File: config.mk
export PLATFORM = sky130hd
export DESIGN_NAME = qos_wrr_pop_arbiter
export DESIGN_NICKNAME = d
export VERILOG_FILES = /design/src/rtl/qos_pkg.sv /design/src/rtl/rr_next_select.sv /design/src/rtl/qos_wrr_pop_arbiter.sv
export SDC_FILE = /design/constraint.sdc
export NUM_CORES = 1
export LEC_CHECK = 0
export CAP_MARGIN = 20
export CORE_MARGIN = 4
export CORE_UTILIZATION = 37
export DETAILED_ROUTE_END_ITERATION = 16
export PLACE_DENSITY = 0.81
export SETUP_SLACK_MARGIN = 0.5
export SLEW_MARGIN = 5
export SYNTH_ARGS = -nofsm -noshare
export SYNTH_HDL_FRONTEND = slang
export SYNTH_SLANG_ARGS = --single-unit
File: constraint.sdc
create_clock -name clk -period 1.8 [get_ports clk]
set_input_delay 0.18 -clock clk [delete_from_list [all_inputs] [get_ports clk]]
set_output_delay 0.18 -clock clk [all_outputs]
set_load 0.005 [all_outputs]
File: src/rtl/qos_pkg.sv
// Shared constants and types for the QoS virtual-channel pop arbiter.
package qos_pkg;

  localparam int unsigned NUM_VC = 4;
  localparam int unsigned VC_W   = 2;

  typedef enum logic [0:0] {
    IDLE  = 1'b0,
    SERVE = 1'b1
  } state_e;

  localparam int unsigned DEF_W0 = 4;
  localparam int unsigned DEF_W1 = 3;
  localparam int unsigned DEF_W2 = 2;
  localparam int unsigned DEF_W3 = 1;

  // Modulo-NUM_VC step from a VC index.
  function automatic logic [VC_W-1:0] vc_add(input logic [VC_W-1:0] base, input int off);
    return base + VC_W'(off);
  endfunction

endpackage

File: src/rtl/rr_next_select.sv
// Rotating-priority picker: first requester after last_i, wrapping back to last_i itself.
module rr_next_select
  import qos_pkg::*;
(
  input  logic [NUM_VC-1:0] req_i,
  input  logic [VC_W-1:0]   last_i,
  output logic [VC_W-1:0]   sel_o,
  output logic              valid_o
);

  logic [VC_W-1:0] cand;

  always_comb begin
    sel_o   = last_i;
    valid_o = 1'b0;
    cand    = last_i;
    // Walk from furthest to nearest so the nearest requester overwrites the rest.
    for (int k = NUM_VC; k >= 1; k--) begin
      cand = vc_add(last_i, k);
      if (req_i[cand]) begin
        sel_o   = cand;
        valid_o = 1'b1;
      end
    end
  end

endmodule

File: src/rtl/qos_wrr_pop_arbiter.sv
// Weighted round-robin pop arbiter: drains four VC FIFOs into one downstream FIFO,
// one pop per cycle, with a one-cycle bubble on every grant change.
module qos_wrr_pop_arbiter
  import qos_pkg::*;
#(
  parameter int unsigned DATA_WIDTH = 6,
  parameter int unsigned CW         = 4,
  parameter int unsigned W0         = DEF_W0,
  parameter int unsigned W1         = DEF_W1,
  parameter int unsigned W2         = DEF_W2,
  parameter int unsigned W3         = DEF_W3
) (
  input  logic                  clk,
  input  logic                  reset,
  input  logic [NUM_VC-1:0]     empty_i,
  input  logic                  almost_full_i,
  input  logic [DATA_WIDTH-1:0] data0_i,
  input  logic [DATA_WIDTH-1:0] data1_i,
  input  logic [DATA_WIDTH-1:0] data2_i,
  input  logic [DATA_WIDTH-1:0] data3_i,
  output logic [NUM_VC-1:0]     pop_o,
  output logic                  push_o,
  output logic [DATA_WIDTH-1:0] data_o,
  output logic [VC_W-1:0]       active_o,
  output logic                  serving_o
);

  state_e          state_q, state_d;
  logic [VC_W-1:0] cur_q, cur_d;
  logic [CW-1:0]   credit_q, credit_d;
  logic            push_q, push_d;
  logic [VC_W-1:0] sel_q, sel_d;

  logic [VC_W-1:0]       pick_sel;
  logic                  pick_valid;
  logic [CW-1:0]         pick_weight;
  logic                  pop_ok;
  logic [DATA_WIDTH-1:0] data_sel;

  rr_next_select u_rr_next_select (
    .req_i   (~empty_i),
    .last_i  (cur_q),
    .sel_o   (pick_sel),
    .valid_o (pick_valid)
  );

  always_comb begin
    pick_weight = CW'(W0);
    unique case (pick_sel)
      2'd0: pick_weight = CW'(W0);
      2'd1: pick_weight = CW'(W1);
      2'd2: pick_weight = CW'(W2);
      2'd3: pick_weight = CW'(W3);
      default: pick_weight = CW'(W0);
    endcase
  end

  // almost_full_i gates the pop in the same cycle; the downstream slack absorbs the one in flight.
  assign pop_ok = (state_q == SERVE) && !empty_i[cur_q] && !almost_full_i &&
                  (credit_q != '0);

  always_comb begin
    pop_o        = '0;
    pop_o[cur_q] = pop_ok;
  end

  always_comb begin
    state_d  = state_q;
    cur_d    = cur_q;
    credit_d = credit_q;
    unique case (state_q)
      IDLE: begin
        if (pick_valid) begin
          cur_d    = pick_sel;
          credit_d = pick_weight;
          state_d  = SERVE;
        end
      end
      SERVE: begin
        if (pop_ok) begin
          credit_d = credit_q - 1'b1;
          if (credit_q == CW'(1)) begin
            state_d = IDLE;
          end
        end else if (empty_i[cur_q] || (credit_q == '0)) begin
          // Leftover credit is forfeited once the VC runs dry.
          credit_d = '0;
          state_d  = IDLE;
        end
      end
      default: state_d = IDLE;
    endcase
  end

  assign push_d = pop_ok;
  assign sel_d  = cur_q;

  always_ff @(posedge clk) begin
    if (reset) begin
      state_q  <= IDLE;
      cur_q    <= VC_W'(NUM_VC - 1);
      credit_q <= '0;
      push_q   <= 1'b0;
      sel_q    <= '0;
    end else begin
      state_q  <= state_d;
      cur_q    <= cur_d;
      credit_q <= credit_d;
      push_q   <= push_d;
      sel_q    <= sel_d;
    end
  end

  always_comb begin
    data_sel = '0;
    unique case (sel_q)
      2'd0: data_sel = data0_i;
      2'd1: data_sel = data1_i;
      2'd2: data_sel = data2_i;
      2'd3: data_sel = data3_i;
      default: data_sel = '0;
    endcase
  end

  assign push_o    = push_q;
  assign data_o    = push_q ? data_sel : '0;
  assign active_o  = cur_q;
  assign serving_o = (state_q == SERVE);

endmodule
# [Yosys cells after proc, flatten, opt, wreduce, memory -nomap -nowiden]
# Index checks and enable logic that the tools add are counted.
[op_classes] reduce_logical=13 n_bitwise=3 mux=31 add_sub_neg=4 n_eq_ne=9 n_lt_le_gt_ge=5
[ops] cell="$pmux W6 S4" count=1
[ops] cell="$pmux W4 S4" count=1
[ops] cell="$mux W1" count=14
[ops] cell="$lt A2 B3 Y1 const B" count=4
[ops] cell="$mux W4" count=3
[ops] cell="$bmux W1 S2" count=5
[ops] cell="$eq A2 B2 Y1 const B" count=4
[ops] cell="$pmux W4 S2" count=1
[ops] cell="$mux W2" count=3
[ops] cell="$mux W6" count=1
[ops] cell="$add A2 B2 Y2 const B" count=2
[ops] cell="$and A4 B4 Y4" count=1
[ops] cell="$eq A2 B1 Y1 const B" count=2
[ops] cell="$eq A4 B1 Y1 const B" count=1
[ops] cell="$logic_and A1 B1 Y1" count=4
[ops] cell="$logic_not A2 Y1" count=2
[ops] cell="$logic_not A4 Y1" count=1
[ops] cell="$not A4 Y4" count=1
[ops] cell="$reduce_and A2 Y1" count=2
[ops] cell="$reduce_bool A4 Y1" count=1
[ops] cell="$sub A4 B1 Y4 const B" count=1
[ops] cell="$ne A3 B1 Y1 const B" count=1
[ops] cell="$add A2 B1 Y2 const B" count=1
[ops] cell="$demux W1 S2" count=1
[ops] cell="6 further kinds" count=7
[totals] word_cells=70 ff_bits=10 out_inout_bits=14 in_bits=31

# [Logic depth before layout (Yosys ltp)]
# Gate-level depths: netlist of run 1.
[logic_depth] word_depth=10 mapped_depth=8 ltp_nobuf=7

# [By module]
# Synthesis of run 1 repeated with hierarchy kept, for this count alone.
[hier_totals] cells_unflattened=105 area_unflattened_um2=962.2
[modules_own_cells] module="qos_wrr_pop_arbiter" n_inst=1 cells_each=91 area_per_inst_um2=879.6 seq_area_each_um2=200.2
[modules_own_cells] module="rr_next_select" n_inst=1 cells_each=14 area_per_inst_um2=82.6 seq_area_each_um2=0.0

# [Least setup slack after synthesis of run 1]
# OpenSTA, ideal clock, no wires.
[synth_timing] path_type="register to register" startpoint="reg cur_q[0] (netlist: active_o[0])" endpoint="reg credit_q[1]" period_less_slack_ps=1996 arrival_time_ps=1937 required_time_ps=1741 setup_time_ps=59 path_stages_with_launch=9 setup_slack_ps=-196 n_path_buf=1 cell_sequence="dfxtp_1 > buf_6 > inv_1 > ha_1 > mux2_2 > o21ai_0 > a211oi_2 > nor4b_1 > a221o_1"
[synth_via] elab_chain_cells=10 elab_cells_between_ends=36 classes_between="add/sub (3); eq/ne (5); mux (21); reduce/logical (7)"
[synth_lines] item="start, declared" line_no="qos_wrr_pop_arbiter.sv:29" rtl="logic [VC_W-1:0] cur_q, cur_d;"
[synth_lines] item="start signal, assigned" line_no="qos_wrr_pop_arbiter.sv:101" rtl="cur_q <= VC_W'(NUM_VC - 1);"
[synth_lines] item="start signal, assigned" line_no="qos_wrr_pop_arbiter.sv:107" rtl="cur_q <= cur_d;"
[synth_lines] item="$add A2 B2 Y2" line_no="qos_pkg.sv:19" rtl="return base + VC_W'(off);"
[synth_lines] item="$bmux W1 S2" line_no="rr_next_select.sv:20" rtl="if (req_i[cand]) begin"
[synth_lines] item="$mux W1 (implied by the code)" line_no="rr_next_select.sv:20"
[synth_lines] item="$mux W2 (3 in series)" line_no="rr_next_select.sv:20"
[synth_lines] item="$eq A2 B2 Y1, or another cell as far along" line_no="qos_wrr_pop_arbiter.sv:49" rtl="unique case (pick_sel)"
[synth_lines] item="$pmux W4 S4" line_no="qos_wrr_pop_arbiter.sv:49"
[synth_lines] item="$mux W4" line_no="qos_wrr_pop_arbiter.sv:73" rtl="if (pick_valid) begin"
[synth_lines] item="$pmux W4 S2" line_no="qos_wrr_pop_arbiter.sv:71" rtl="unique case (state_q)"
[synth_lines] item="end signal, assigned" line_no="qos_wrr_pop_arbiter.sv:108" rtl="credit_q <= credit_d;"
[synth_lines] item="end, declared" line_no="qos_wrr_pop_arbiter.sv:30" rtl="logic [CW-1:0] credit_q, credit_d;"
# Several ways; a longest one is shown, not always the timed one. The select of a mux whose other input is x is not followed.
# A chain may end at the register's enable or synchronous reset.

# [Final worst setup path of run 1]
# Same ends and word-level chain as after synthesis.

==> flow_metrics.py, run 1 <==
metrics = {
    "setup_path": {
        "slowest_stage": "dfxtp_4",
        "path_buf_inv": 3,
        "crit_required_ps": 2020,
        "crit_path_max_incr_delay_ps": 370,
        "cp_cell_sequence": "buf_6 > buf_6 > inv_6 > ha_4 > mux2_4 > o21ai_4 > a211oi_4 > nor4b_1 > a221o_1",
        "worstPathArrival_ps": 2210,
        "worst-path-max-fanout": 4,
        "path_class": "register to register",
        "end_kind": "register",
        "crit_cells": 9,
        "cp-start-kind": "register",
        "r2r_setup_slack_ps": -190,
        "r2r_cells": 9,
        "cp_top_family": "compound AO/OA/AOI/OAI gates",
        "cpMostUsedCell": "buf_6",
    },
    "sta": {
        "worst_slew_pin_slew_ps": 440,
        "fmax_mhz": 502,
        "holdWs_ps": 526,
        "setup_slack_ps": -191,
        "setup_tns_ps": -946,
        "hold_viol_final": 0,
        "relSlewSlack_pct": 70.6,
        "setup_viol": 10,
        "fin_skew_ps": 0.483,
        "min_period_ps": 1990,
        "fin_crit_sh_pct": 111,
        "slew_viol_final": 0,
        "rsz0062_at_grt": "true",
    },
    "final_layout": {
        "antennaDiodeCount": 0,
        "nFillCells": 155,
        "utilization_pct": 78.3,
        "seq_area_um2": 214,
        "drive_gt1_share_pct": 55.3,
        "multi_input_area_um2": 801,
        "syn2layout_area_growth_pct": 102,
        "final_nets": 217,
    },
    "clock_network": {
        "clk_pin_slew_ps": 60,
        "cts_tree": "done",
        "clock-sinks": 10,
        "cts_root_buf": "clkbuf_4",
        "h-tree-depth": 1,
        "clock_latency_ps": 270,
        "cts_made_buffers": 3,
        "clk_path_buf_depth": 2,
    },
    "synth": {
        "synth_cell_types": 41,
        "yosysTopAreaCellShare_pct": 20.8,
        "syn_avg_cell_area_um2": 9.91,
        "synth.area.top_cells": "dfxtp_1 (21%), mux4_2 (19%), ha_1 (7.8%)",
        "seq_area_frac_synth_pct": 20.8,
        "synth_nets": 134,
        "yosys-top-cells-count": "and2_1 (10), dfxtp_1 (10), mux4_2 (8)",
        "synthArstFlopShare_pct": 0,
        "netlist_area_um2": 961,
        "synth_top_area_cell": "dfxtp_1",
        "yosysWarnings": 0,
        "ys.flop_type": "dfxtp_1",
        "synth-edff-count": 0,
        "ys_ff_latch": 10,
        "postSynthCellCount": 97,
    },
    "drt": {
        "ant_nets": 0,
        "drc": 0,
        "vias": 1139,
        "drt-total-wl_um": 3330,
        "dr.pass1.iters": 4,
        "via_per_inst": 5.45,
        "drt_iter0_markers": 22,
        "avgRoutedWirePerCell_um": 15.9,
    },
    "grt": {
        "grt_max_degree": 11,
        "grt_pass1_wl_um": 5240,
        "antenna_found_initial": 0,
        "overflow": 0,
        "grt_util_all_layers_pct": 19.9,
        "grt_pass1_vias": 1122,
    },
    "pwr": {
        "p_total_w": 0.00154,
        "p_leak_nw": 0.838,
        "power_density_nw_per_um2": 795,
        "vdd_ir_drop_max_uv": 631,
    },
    "floorplan": {
        "core_area_um2": 2480,
        "die_area_um2": 3480,
        "fp-row-count": 18,
        "die_h_um": 59.0,
        "start_util_pct": 38.8,
        "die_w_um": 59.0,
        "ios": 45,
    },
    "place": {
        "dpl_worst_slack_ps": -378,
        "hpwl_um": 2440,
        "gp_congestion": 0.829,
        "io_buffers": 44,
    },
    "hold_path": {
        "hold_path_class": "register to register",
        "hold_depth": 1,
    },
    "flow_run": {
        "drv_cap": 0,
    },
    "outcome": {
        "status": "finished, violations left",
        "violations": "negative setup slack",
    },
}
state kept, by name, indices dropped and copies added, names as in the netlist:
signal,flops
active_o,2
credit_q,4
push_o,1
sel_q,2
serving_o,1
layout by cell type, fill, tap and decap left out, types with 3 or more instances in the layout:
| cell type | Yosys | layout |
|---|---|---|
| inv_1 | 6 | 4 |
| clkbuf_4 | 0 | 3 |
| clkdlybuf4s50_1 | 0 | 30 |
| a21oi_1 | 4 | 3 |
| buf_6 | 2 | 26 |
| nor2_1 | 6 | 4 |
| dfxtp_4 | 0 | 3 |
| mux4_2 | 8 | 8 |
| ha_1 | 6 | 5 |
| and2_4 | 0 | 9 |
| dlygate4sd2_1 | 0 | 3 |
| buf_4 | 2 | 23 |
| dfxtp_1 | 10 | 5 |
what timing repair did:
| action | CTS | global route |
|---|---|---|
| setup endpoints to repair | 22 | 19 |
| hold buffers | 0 | 0 |
| resized for setup | 72 | 25 |
| gates cloned | 0 | 0 |
| setup buffers | 12 | 4 |
| pin swaps | 14 | 5 |
worst paths after layout:
kind                from          end
max          active_o[0]  credit_q[1]
min          active_o[1]  active_o[1]
max reg2reg  active_o[0]  credit_q[1]
min reg2reg  active_o[1]  active_o[1]
metal layers:
metal	routed length, um	global-route usage [%]
met1	1230	22.2
met2	1680	36.6
met3	327	3.29
met4	91	8.74
met5	0	0
stage by stage:
stage                     area (um2)  instances
after floorplan                 1030         97
after global placement          1640        189
after detailed placement        1640        189
after CTS                       1810        205
after global routing            1940        209
final                           1940        209
cell type report:
cell class	instances	share of cell area [%]
timing repair buffer	84	42.1
clock buffer	4	1.87
tap	30	1.94
sequential	10	11.0
multi-input combinational	74	41.3
inverter	7	1.74
kinds of logic after synthesis:
family                   count (synthesis)  share of synthesized area (%)
adder cells (fa/ha/maj)                  6                           7.81
buffers and inverters                   13                           7.55
AND/OR/NAND/NOR                         33                           22.7
AO/OA/AOI/OAI                           23                           18.0
multiplexers                            12                           23.2
flip-flops                              10                           20.8
worst register-to-register path, cell delays in order (launching register included):
cell and delay, ps:
dfxtp_4 370, buf_6 100, buf_6 100, inv_6 30, ha_4 280, mux2_4 310
o21ai_4 140, a211oi_4 80, nor4b_1 350, a221o_1 170
power by group:
part | switching (W) | total, W | internal (W)
Combinational | 0.000406 | 0.00102 | 0.000616
Sequential | 0.0000480 | 0.000315 | 0.000267
Clock | 0.0000812 | 0.000204 | 0.000123
Total | 0.000535 | 0.00154 | 0.00101
Note: power is estimated with default switching activity, not from simulation.
==> run 2, diff against run 1 <==
--- a/config.mk
+++ b/config.mk
@@ -9,6 +9,7 @@
 export CORE_MARGIN = 4
 export CORE_UTILIZATION = 37
 export DETAILED_ROUTE_END_ITERATION = 16
+export GPL_TIMING_DRIVEN = 0
 export PLACE_DENSITY = 0.81
 export SETUP_SLACK_MARGIN = 0.5
 export SLEW_MARGIN = 5
==> run 2 against run 1 <==
The flow still finishes with violations (negative setup slack). Clock power is 2% lower. Count of clock-buffer cells in the layout stayed put. Clock skew hardly changed. Routed wire length is 2.9% higher. Flip-flop and latch count stayed put. Global-route usage is 1.7 points lower. Register-to-register slack worse by 60 ps. First-iteration DRC count is 32% higher. Critical path depth is 1 higher. Via count is 2.2% lower. Critical path type unchanged. Critical endpoint unchanged. Highest routed layer unchanged.
==> flow_metrics.py, run 2 (synthesis gave the netlist of run 1 again) <==
metrics = {
    "clock_network": {
        "clk_pin_slew_ps": 70,
        "cts_tree": "done",
        "clock_latency_ps": 260,
        "cts_root_buf": "clkbuf_4",
        "clk_path_buf_depth": 2,
        "h-tree-depth": 1,
        "clock-sinks": 10,
        "cts_made_buffers": 3,
        "hold_buffers": 0,
    },
    "drt": {
        "drt-total-wl_um": 3430,
        "vias": 1114,
        "ant_nets": 0,
        "drc": 0,
        "via_per_inst": 5.41,
        "dr.pass1.iters": 6,
        "avgRoutedWirePerCell_um": 16.6,
        "drt_iter0_markers": 29,
    },
    "floorplan": {
        "die_w_um": 59.0,
        "core_area_um2": 2480,
        "die_h_um": 59.0,
        "start_util_pct": 38.8,
        "die_area_um2": 3480,
        "fp-row-count": 18,
        "ios": 45,
    },
    "setup_path": {
        "end_kind": "register",
        "r2r_setup_slack_ps": -250,
        "worstPathArrival_ps": 2200,
        "crit_required_ps": 1950,
        "cp-start-kind": "register",
        "r2r-end": "credit_q[1]",
        "worstReg2RegStart": "active_o[0]",
        "path_class": "register to register",
        "worst-path-max-fanout": 4,
        "r2r_cells": 10,
    },
    "final_layout": {
        "final_cell_count_no_fill": 206,
        "syn2layout_area_growth_pct": 101,
        "final_nets": 214,
        "largest_reg_flops": 4,
        "drive_gt1_share_pct": 56.3,
        "final_common_cell": "buf_6",
        "regMostFlops": "credit_q",
        "utilization_pct": 78.0,
        "layout_common_cells": "buf_6 (26), clkdlybuf4s50_1 (25), buf_4 (16)",
        "antennaDiodeCount": 0,
    },
    "place": {
        "hpwl_um": 2130,
        "gp_congestion": 0.736,
        "io_buffers": 41,
        "placedCellCount": 168,
    },
    "pwr": {
        "vdd_ir_drop_max_uv": 537,
        "switching_share_pct": 35.0,
        "p_leak_nw": 0.855,
        "power_density_nw_per_um2": 790,
        "comb_power_share_pct": 65.5,
        "pwr-share-seq_pct": 21.5,
        "p_switching_w": 0.000534,
        "p_total_w": 0.00153,
        "internal_power_w": 0.000993,
        "p_clk_share_pct": 13.0,
    },
    "outcome": {
        "violations": "negative setup slack",
        "status": "finished, violations left",
    },
    "sta": {
        "relSlewSlack_pct": 76.5,
        "worst_slew_pin_slew_ps": 352,
        "fmax_mhz": 488,
        "fin_skew_ps": 0.551,
        "min_period_ps": 2050,
        "setup_viol": 13,
        "holdWs_ps": 169,
        "hold_viol_final": 0,
        "setup_slack_ps": -250,
        "rsz0062_at_grt": "true",
        "fin_crit_sh_pct": 114,
        "slew_viol_final": 0,
    },
    "grt": {
        "overflow": 0,
        "antenna_found_initial": 0,
        "grt_pass1_vias": 1078,
        "grt_pass1_wl_um": 4890,
        "grt_util_all_layers_pct": 18.2,
        "grt_max_degree": 11,
    },
    "hold_path": {
        "hold_depth": 2,
        "worstHoldStart": "reset",
        "hold_end": "credit_q[3]",
        "hold_path_class": "input port to register",
    },
    "flow_run": {
        "drv_cap": 0,
    },
}
-- run 2: cell types whose count changed in the layout (fill, tap and decap cells not counted), moves of 2 or more --
cell / before / now
and2_4: 9 / 6
nand2_2: 2 / 0
and2_1: 1 / 4
nor3_2: 0 / 2
buf_8: 0 / 2
clkdlybuf4s50_1: 30 / 25
buf_2: 1 / 4
dlygate4sd2_1: 3 / 5
nand2_1: 1 / 3
buf_4: 23 / 16
-- run 2: worst max-delay path by stage --
stage | startpoint | end | slack [ps] | depth (start not counted)
after floorplan | active_o[0] | credit_q[1] | 10 | 5
after global placement | empty_i[3] | pop_o[0] | -600 | 5
after detailed placement | empty_i[3] | pop_o[2] | -690 | 5
after CTS | active_o[0] | pop_o[2] | -280 | 7
after global routing | active_o[0] | credit_q[1] | -310 | 10
final | active_o[0] | credit_q[1] | -250 | 10
-- run 2: stage by stage --
step	setup TNS, ps	setup slack, ps	instance area, um2
6_report	-1570	-250	1930
5_1_grt	-2360	-305	1930
4_1_cts	-1910	-285	1820
3_5_place_dp	-4110	-686	1480
3_3_place_gp	-3240	-596	1480
2_1_floorplan	0	14.4	1030
-- run 2: critical path, stage by stage (launching register included) --
cell and delay (ps):
dfxtp_4 350, buf_8 120, buf_6 110, buf_12 130
buf_6 110, buf_6 110, mux2_4 290, a32oi_2 170
nand2_1 110, nor4b_2 170, a221o_1 270
-- run 2: area by class of cell --
cell class | instances | area (um2)
Inverter | 7 | 36.3
Timing Repair Buffer | 75 | 733
Fill cell | 151 | 544
Multi-Input combinational cell | 74 | 811
Tap cell | 30 | 37.5
Buffer | 6 | 61.3
Clock buffer | 4 | 36.3
Sequential cell | 10 | 218
-- run 2: per-layer routing --
metal | vias up | track usage, % | part of all wire, %
met1 | 534 | 20.5 | 37
met2 | 48 | 34.7 | 51
li1 | 524 | - | -
met4 | 0 | 6.15 | 2.7
met5 | - | 0 | 0
met3 | 8 | 1.97 | 8.8
-- run 2: power by group through the flow --
stage / Clock, W / Sequential (W) / Combinational (W)
detailed placement: 0 / 0.000334 / 0.000623
CTS: 0.000199 / 0.000325 / 0.000894
global route: 0.000207 / 0.000334 / 0.00107
finish: 0.000199 / 0.000328 / 0.00100
global placement: 0 / 0.000329 / 0.000604
floorplan: 0 / 0.000318 / 0.000456
-- run 2: what timing repair did --
item | CTS | global route
gates cloned | 0 | 0
hold endpoints to repair | 0 | 0
pin swaps | 16 | 12
endpoints found under the setup margin | 22 | 19
resized for setup | 82 | 22
setup buffers | 28 | 6
==> run 3, diff against run 2 <==
--- a/config.mk
+++ b/config.mk
@@ -11,7 +11,6 @@
 export DETAILED_ROUTE_END_ITERATION = 16
 export GPL_TIMING_DRIVEN = 0
 export PLACE_DENSITY = 0.81
-export SETUP_SLACK_MARGIN = 0.5
 export SLEW_MARGIN = 5
 export SYNTH_ARGS = -nofsm -noshare
 export SYNTH_HDL_FRONTEND = slang
==> run 3 against run 2 <==
The flow still finishes with violations (negative setup slack). Die area did not move. Sequential power rose by 4%. First-iteration DRC count rose by 17%. Critical path type is now register to output pin. Critical endpoint is now pop_o[0]. Largest cell class unchanged. Highest routed layer unchanged.
==> flow_metrics.py, run 3 (synthesis gave the netlist of run 1 again) <==
metrics = {
    "outcome": {
        "status": "finished, violations left",
        "violations": "negative setup slack",
    },
    "pwr": {
        "power_density_nw_per_um2": 789,
        "vdd_ir_drop_max_uv": 587,
        "p_leak_nw": 0.717,
    },
    "drt": {
        "dr.pass1.iters": 4,
        "ant_nets": 0,
        "drt_iter0_markers": 34,
        "drt-total-wl_um": 3160,
        "drc": 0,
        "vias": 1063,
        "avgRoutedWirePerCell_um": 16.5,
        "via_per_inst": 5.54,
    },
    "final_layout": {
        "syn2layout_area_growth_pct": 77.7,
        "antennaDiodeCount": 0,
        "largest_reg_flops": 4,
        "regMostFlops": "credit_q",
        "fin_area_um2": 1710,
        "layout_common_cells": "clkdlybuf4s50_1 (29), buf_4 (18), buf_6 (10)",
        "drive_gt1_share_pct": 46.3,
        "final_common_cell": "clkdlybuf4s50_1",
        "final_cell_count_no_fill": 192,
        "final_nets": 200,
    },
    "grt": {
        "grt_pass1_wl_um": 4770,
        "grt_pass1_vias": 1026,
        "antenna_found_initial": 0,
        "grt_util_all_layers_pct": 18.1,
        "overflow": 0,
        "grt_max_degree": 11,
    },
    "sta": {
        "min_period_ps": 1980,
        "holdWs_ps": 147,
        "setup_slack_ps": -181,
        "fmax_mhz": 505,
        "setup_tns_ps": -868,
        "slew_viol_final": 0,
        "hold_viol_final": 0,
        "fin_crit_sh_pct": 110,
        "setup_viol": 6,
        "fin_skew_ps": 4.75,
        "relSlewSlack_pct": 78.4,
        "rsz0062_at_grt": "true",
        "worst_slew_pin_slew_ps": 323,
    },
    "clock_network": {
        "clk_path_buf_depth": 2,
        "clk_pin_slew_ps": 60,
        "cts_tree": "done",
        "clock-sinks": 10,
        "cts_root_buf": "clkbuf_4",
        "clock_latency_ps": 270,
        "cts_made_buffers": 3,
        "h-tree-depth": 1,
        "hold_buffers": 0,
    },
    "setup_path": {
        "r2r-end": "credit_q[1]",
        "worstReg2RegStart": "active_o[1]",
        "r2r_cells": 7,
        "crit_required_ps": 1620,
        "r2r_setup_slack_ps": -80,
        "path_class": "register to output pin",
        "cp-start-kind": "register",
        "end_kind": "output pin",
        "worst-path-max-fanout": 3,
        "worstPathArrival_ps": 1800,
    },
    "floorplan": {
        "die_area_um2": 3480,
        "die_w_um": 59.0,
        "die_h_um": 59.0,
        "core_area_um2": 2480,
        "fp-row-count": 18,
        "ios": 45,
        "start_util_pct": 38.8,
    },
    "hold_path": {
        "hold_path_class": "input port to register",
        "hold_depth": 2,
        "hold_end": "sel_q[0]",
        "worstHoldStart": "reset",
    },
    "place": {
        "placedCellCount": 168,
        "gp_congestion": 0.755,
        "place_area_um2": 1450,
        "hpwl_um": 2170,
        "io_buffers": 41,
    },
    "flow_run": {
        "drv_cap": 0,
    },
}
-- run 3: cell count changes in the layout (fill, tap and decap cells not counted), sizes merged --
cell,delta
buf,-18
clkdlybuf4s50,+4
dlygate4sd2,-3
clkbuf,+2
clkdlybuf4s15,+2
clkinvlp,+1
dlymetal6s2s,-1
inv,-1
-- run 3: timing repair --
action,4_1_cts,5_1_grt
endpoints found under the setup margin,14,15
gates resized for setup,52,22
buffers inserted,17,8
pin swaps,11,5
-- run 3: worst max-delay path by stage --
stage	cells after the start	slack (ps)	endpoint	start
after floorplan	7	0.6	credit_q[1]	active_o[0]
after global placement	5	-650	pop_o[0]	empty_i[3]
after detailed placement	5	-710	pop_o[3]	empty_i[3]
after CTS	9	-150	credit_q[1]	active_o[0]
after global routing	5	-240	pop_o[0]	active_o[0]
final	5	-180	pop_o[0]	active_o[0]
-- run 3: cell type report --
cell class,count,area [um2]
timing repair buffer,63,584
tap,30,37.5
multi-input combinational,74,768
fill,186,769
sequential,10,213
clock buffer,4,36.3
inverter,7,37.5
buffer,4,31.3
-- run 3: power breakdown --
| part | switching (W) | internal [W] |
|---|---|---|
| Sequential | 0.0000710 | 0.000269 |
| Combinational | 0.000326 | 0.000479 |
| Clock | 0.0000805 | 0.000123 |
| Total | 0.000477 | 0.000871 |
-- run 3: metrics by stage --
stage | setup slack, ps | power (W) | util (%)
after floorplan | 0.614 | 0.000738 | -
after global placement | -651 | 0.000896 | 58.3
after detailed placement | -713 | 0.000928 | 58.3
after CTS | -150 | 0.00128 | 66.1
after global routing | -236 | 0.00144 | 68.9
final | -181 | 0.00135 | 68.9
-- run 3: routing by layer --
metal | global-route usage, % | part of all wire [%] | up-vias
li1 | - | - | 494
met1 | 22.2 | 41 | 511
met2 | 31.7 | 48 | 52
met3 | 4.39 | 10 | 6
met4 | 3.88 | 1.2 | 0
met5 | 0 | 0 | -
-- run 3: critical path, cell delays in order (launching register included) --
cell and delay, ps:
dfxtp_4 380, mux4_2 540, nor3_4 270, buf_6 140, and2_4 130, buf_6 80
==> edit 1 (config.mk and constraints of run 1) <==
Make the reset (`reset`) asynchronous in one clocked block.
--- a/src/rtl/qos_wrr_pop_arbiter.sv
+++ b/src/rtl/qos_wrr_pop_arbiter.sv
@@ -97,3 +97,3 @@
 
-  always_ff @(posedge clk) begin
+  always_ff @(posedge clk or posedge reset) begin
     if (reset) begin
Formal check against the unedited RTL: differs if reset is asserted again (counterexample within 4 cycles, from zero or initial values and one cycle with reset high); with reset held inactive, the same outputs for 10 cycles.
==> edit 1 against run 1 <==
The run still ends with negative setup slack left; non-clock buffer count increased by 3; area after synthesis up 0.26%; sequential cell count unchanged; wire length rose by 14%; via count down 1.6%; cell count down 0.96%; cell area shrank 0.71%; setup slack worse by 0.39 ns; critical path depth decreased by 2; critical endpoint is now pop_o[2]; largest cell class unchanged.
Power is not compared: it rests on default switching activity, and its combinational part moved more than twofold at a synthesized area within 25%.
==> edit 1: results (changes against run 1) <==
- Status: complete, but fails checks
- Failing checks: negative setup slack
- Drt first pass iters: 2 (-2)
- Postcts setup bufs: 15 (+3)
- Met2 Use GR: 0.415 (+0.0489)
- # placed instances: 185 (-2.1%)
- Met2 routed WL: 1.98 mm (+18%)
- NumNets Final: 215 (-0.92%)
- Share of flip-flops with an asynchronous set or reset: 1.00 (+1.00)
- Total GRT Usage: 0.211 (+0.0124)
- Slew headroom: 0.683 (-0.0228)
- Syn Nets: 125 (-6.7%)
- Initial DRC Count: 19 (-14%)
- Post-synthesis sequential area ratio: 0.262 (+0.0540)
- Final worst slack: -0.585 ns (-0.394 ns)
- GR met1 Demand/Resource: 0.216 (-0.00548)
- Count of different cell masters after synthesis: 39 (-4.9%)
- Fin Clk Skew: 0.00190 ns (+0.00142 ns)
- Compound-Gate Fraction of Synth Area: 0.145 (-0.0342)
- DR vias: 1121 (-1.6%)
- Post-Syn Area per Cell: 10.9 um2 (+11%)
- Met3 usage: 0.0283 (-0.00457)
- Synth Area in Adders: 0.0779 (-0.000203)
- Share of layout cells above drive strength 1: 0.537 (-0.0163)
- Final setup violation count: 15 (+5)
- Placed wire-length estimate: 2.66 mm (+8.7%)
- DR WL met3: 263 um (-20%)
-- edit 1: changes by cell type after synthesis, sizes merged, moves of 2 or more --
cell   before  now
a21oi       4    2
a311o       0    2
and2       10   12
buf         4    1
dfrtp       0    8
dfstp       0    2
dfxtp      10    0
nor2        6    2
nor3        4    1
o21ai       5    7
-- edit 1: layout make-up --
type	instances	area, um2
clock buffers	4	26.3
fillers	169	552
inverters	8	32.5
multi-input cells	68	742
flip-flops and latches	10	253
well taps	30	37.5
repair buffers	87	835
-- edit 1: kinds of logic after synthesis --
kind of cell / Yosys count
AOI/OAI and AO/OA: 19
buffers and inverters: 10
DFF: 10
xor gates and xnor gates: 1
muxes: 13
adders and majority gates: 6
and+or+nand+nor: 29
-- edit 1: worst paths after layout --
path	startpoint	end	slack (ns)	depth (start not counted)
setup / recovery	active_o[0]	pop_o[2]	-0.58	7
hold / removal	reset	credit_q[3]	0.20	2
setup reg to reg	active_o[0]	active_o[0]	-0.56	10
hold reg to reg	active_o[1]	sel_q[1]	0.58	1
max in group asynchronous	reset	active_o[1]	1.29	2
min in group clk	active_o[1]	sel_q[1]	0.58	1
-- edit 1: critical path, cell delays in order (launching register included) --
cell and delay, ns:
dfstp_2 0.56, mux4_2 0.50, or3_4 0.36, nor2_4 0.11, buf_6 0.11, buf_6 0.08, and2_4 0.13, buf_6 0.08
-- edit 1: through the flow --
stage / setup TNS (ns) / setup slack, ns / hold WS, ns
2_1_floorplan: -2.50 / -0.432 / 0.0187
3_3_place_gp: -3.95 / -0.559 / 0.446
3_5_place_dp: -4.46 / -0.612 / 0.454
4_1_cts: -5.24 / -0.658 / 0.198
5_1_grt: -6.08 / -0.646 / 0.246
6_report: -5.17 / -0.585 / 0.197
==> edit 2 (settings of run 1) <==
Without the edit above. Change the parameter `CW` from 4 to 8.
--- a/src/rtl/qos_wrr_pop_arbiter.sv
+++ b/src/rtl/qos_wrr_pop_arbiter.sv
@@ -6,3 +6,3 @@
   parameter int unsigned DATA_WIDTH = 6,
-  parameter int unsigned CW         = 4,
+  parameter int unsigned CW         = 8,
   parameter int unsigned W0         = DEF_W0,
Behaviour: same outputs for any inputs over 10 cycles, from zero or initial values and one cycle with reset high; that may be too few to reach the edited logic, so the function may still have changed.
==> edit 2 against run 1 <==
Setup slack got worse by 0.11 ns; area after synthesis is 16% higher; core utilization is essentially flat; wire length is 39% higher; cell count rose by 15%; the run still ends with negative setup slack left; die area up 14%; sequential power increased by 41%; clock skew is 0.00062 ns higher; largest power group unchanged; cell area up 14%; global-route usage is 2.8 points higher; non-clock buffer count grew 8; first-iteration DRC count up 77%; total power up 63%; sequential cell count rose by 4.
==> edit 2: results (changes against run 1) <==
- Status: complete, but fails checks
- Failing checks: negative setup slack
- Final worst slack: -0.300 ns (-0.109 ns)
- Slew headroom: 0.761 (+0.0550)
- First-pass GRT wire length: 7.06 mm (+35%)
- Pleak: 0.000946 uW (+13%)
- Total negative setup slack: -3.11 ns (-2.17 ns)
- Final setup violation count: 16 (+6)
- DP Worst Slack: -0.629 ns (-0.252 ns)
- DR WL met3: 315 um (-3.7%)
- Pin count of the biggest net entering global routing: 10 (-1)
- Worst Hold Depth: 2 (+1)
- Post-Place Cell Area: 1850 um2 (+13%)
- Register-to-register setup slack: -0.27 ns (-0.08 ns)
- Hold Path Origin: credit_q[6]
- Share of flip-flops with an asynchronous set or reset: 0 (unchanged)
- Fin Clk Skew: 0.00110 ns (+0.000622 ns)
- Reg2Reg Launch Point: active_o[0]
- Total GRT Usage: 0.227 (+0.0281)
- Hold Path Sink: credit_q[6]
- GPL Wtd Cong: 0.856 (+3.3%)
- Fill cells: 165 (+6.5%)
- Root Buffer Master: clkbuf_4
- # placed instances: 218 (+15%)
- Share of layout cells above drive strength 1: 0.543 (-0.0102)
- H-Tree Depth: 1 (unchanged)
- Post-DR vias/cell: 5.75 (+5.5%)
- Post-synthesis sequential area ratio: 0.251 (+0.0425)
- Drt total wl: 4.63 mm (+39%)
- Power Density: 1130 nW/um2 (+43%)
- Met2 routed WL: 2.47 mm (+47%)
- Count of different cell masters after synthesis: 38 (-7.3%)
- Syn Nets: 155 (+16%)
- Area contributors post-synth: dfxtp_1 25%, mux4_2 14%, ha_1 7.8%
- Worst reg2reg path depth: 5 (-4)
- R2R Path End: credit_q[1]
- Clk_lat worst skew: 0.30 ns (+0.03 ns)
- WP data arrival: 1.92 ns (-0.29 ns)
- Top cells by count, synth: 15 x nor2_1, 14 x dfxtp_1, 10 x and2_1
- Clock transition at path regs: 0.09 ns (+0.03 ns)
- Max reg flops: 8 (+4)
- Placed wire-length estimate: 2.87 mm (+18%)
- Peak supply drop: 0.760 mV (+20%)
- Largest stage delay, worst path: 0.52 ns (+0.15 ns)
- PortBufs: 44 (unchanged)
- Slowest cell on crit path: mux4_2
- Initial DRC Count: 39 (+77%)
- CP max FO: 5 (+1)
- NumNets Final: 249 (+15%)
- Vias in the first global route: 1493 (+33%)
- DR vias: 1386 (+22%)
- CP delay by family, top: multiplexers
- Post-Syn Area per Cell: 9.55 um2 (-3.6%)
- Met1 WL: 1.65 mm (+35%)
[edit 2: worst max path at each step]
stage	startpoint	slack, ns	to	cells past startpoint
floorplan	active_o[0]	-0.09	credit_q[1]	5
global placement	empty_i[3]	-0.57	pop_o[0]	6
detailed placement	empty_i[2]	-0.63	pop_o[0]	6
CTS	active_o[0]	-0.26	pop_o[0]	5
global route	active_o[0]	-0.37	pop_o[2]	5
finish	active_o[0]	-0.30	pop_o[3]	5
[edit 2: area by class of cell]
class / instances / share of cell area
inverter: 6 / 0.0113
tap: 31 / 0.0175
timing repair buffer: 92 / 0.386
sequential: 14 / 0.131
multi-input combinational: 94 / 0.438
clock buffer: 4 / 0.0164
[edit 2: routing by layer]
metal / GRT usage / up-vias
met1: 0.216 / 661
li1: - / 626
met4: 0.132 / 0
met5: 0 / -
met3: 0.0558 / 19
met2: 0.432 / 80
[edit 2: cells by family after synthesis]
| logic type | synth area share |
|---|---|
| flops | 0.251 |
| compound gates | 0.171 |
| buf+inv | 0.0381 |
| fa+ha+maj | 0.0784 |
| simple gates | 0.211 |
| mux | 0.212 |
| xor+xnor | 0.0392 |
[edit 2: timing repair]
action,in CTS,in global routing
setup endpoints to repair,26,23
pin swaps,22,7
resized for setup,89,18
setup buffers,12,7
[edit 2: worst reg2reg max path: stages (launching register included)]
cell	delay [ns]
dfxtp_2	0.36
mux4_2	0.52
a211o_1	0.31
buf_4	0.18
or3_4	0.34
a311oi_2	0.27
[edit 2: stage by stage]
step / util / hold WS [ns]
6_report: 0.782 / 0.561
3_5_place_dp: 0.654 / 0.539
3_3_place_gp: 0.654 / 0.527
2_1_floorplan: - / 0.259
5_1_grt: 0.782 / 0.577
4_1_cts: 0.734 / 0.550
[edit 2: where the power goes]
group / switching, uW / internal [uW] / leakage (uW)
registers: 56.4 / 387 / 0.000116
logic: 800 / 1030 / 0.000809
clock network: 118 / 124 / 0.0000210
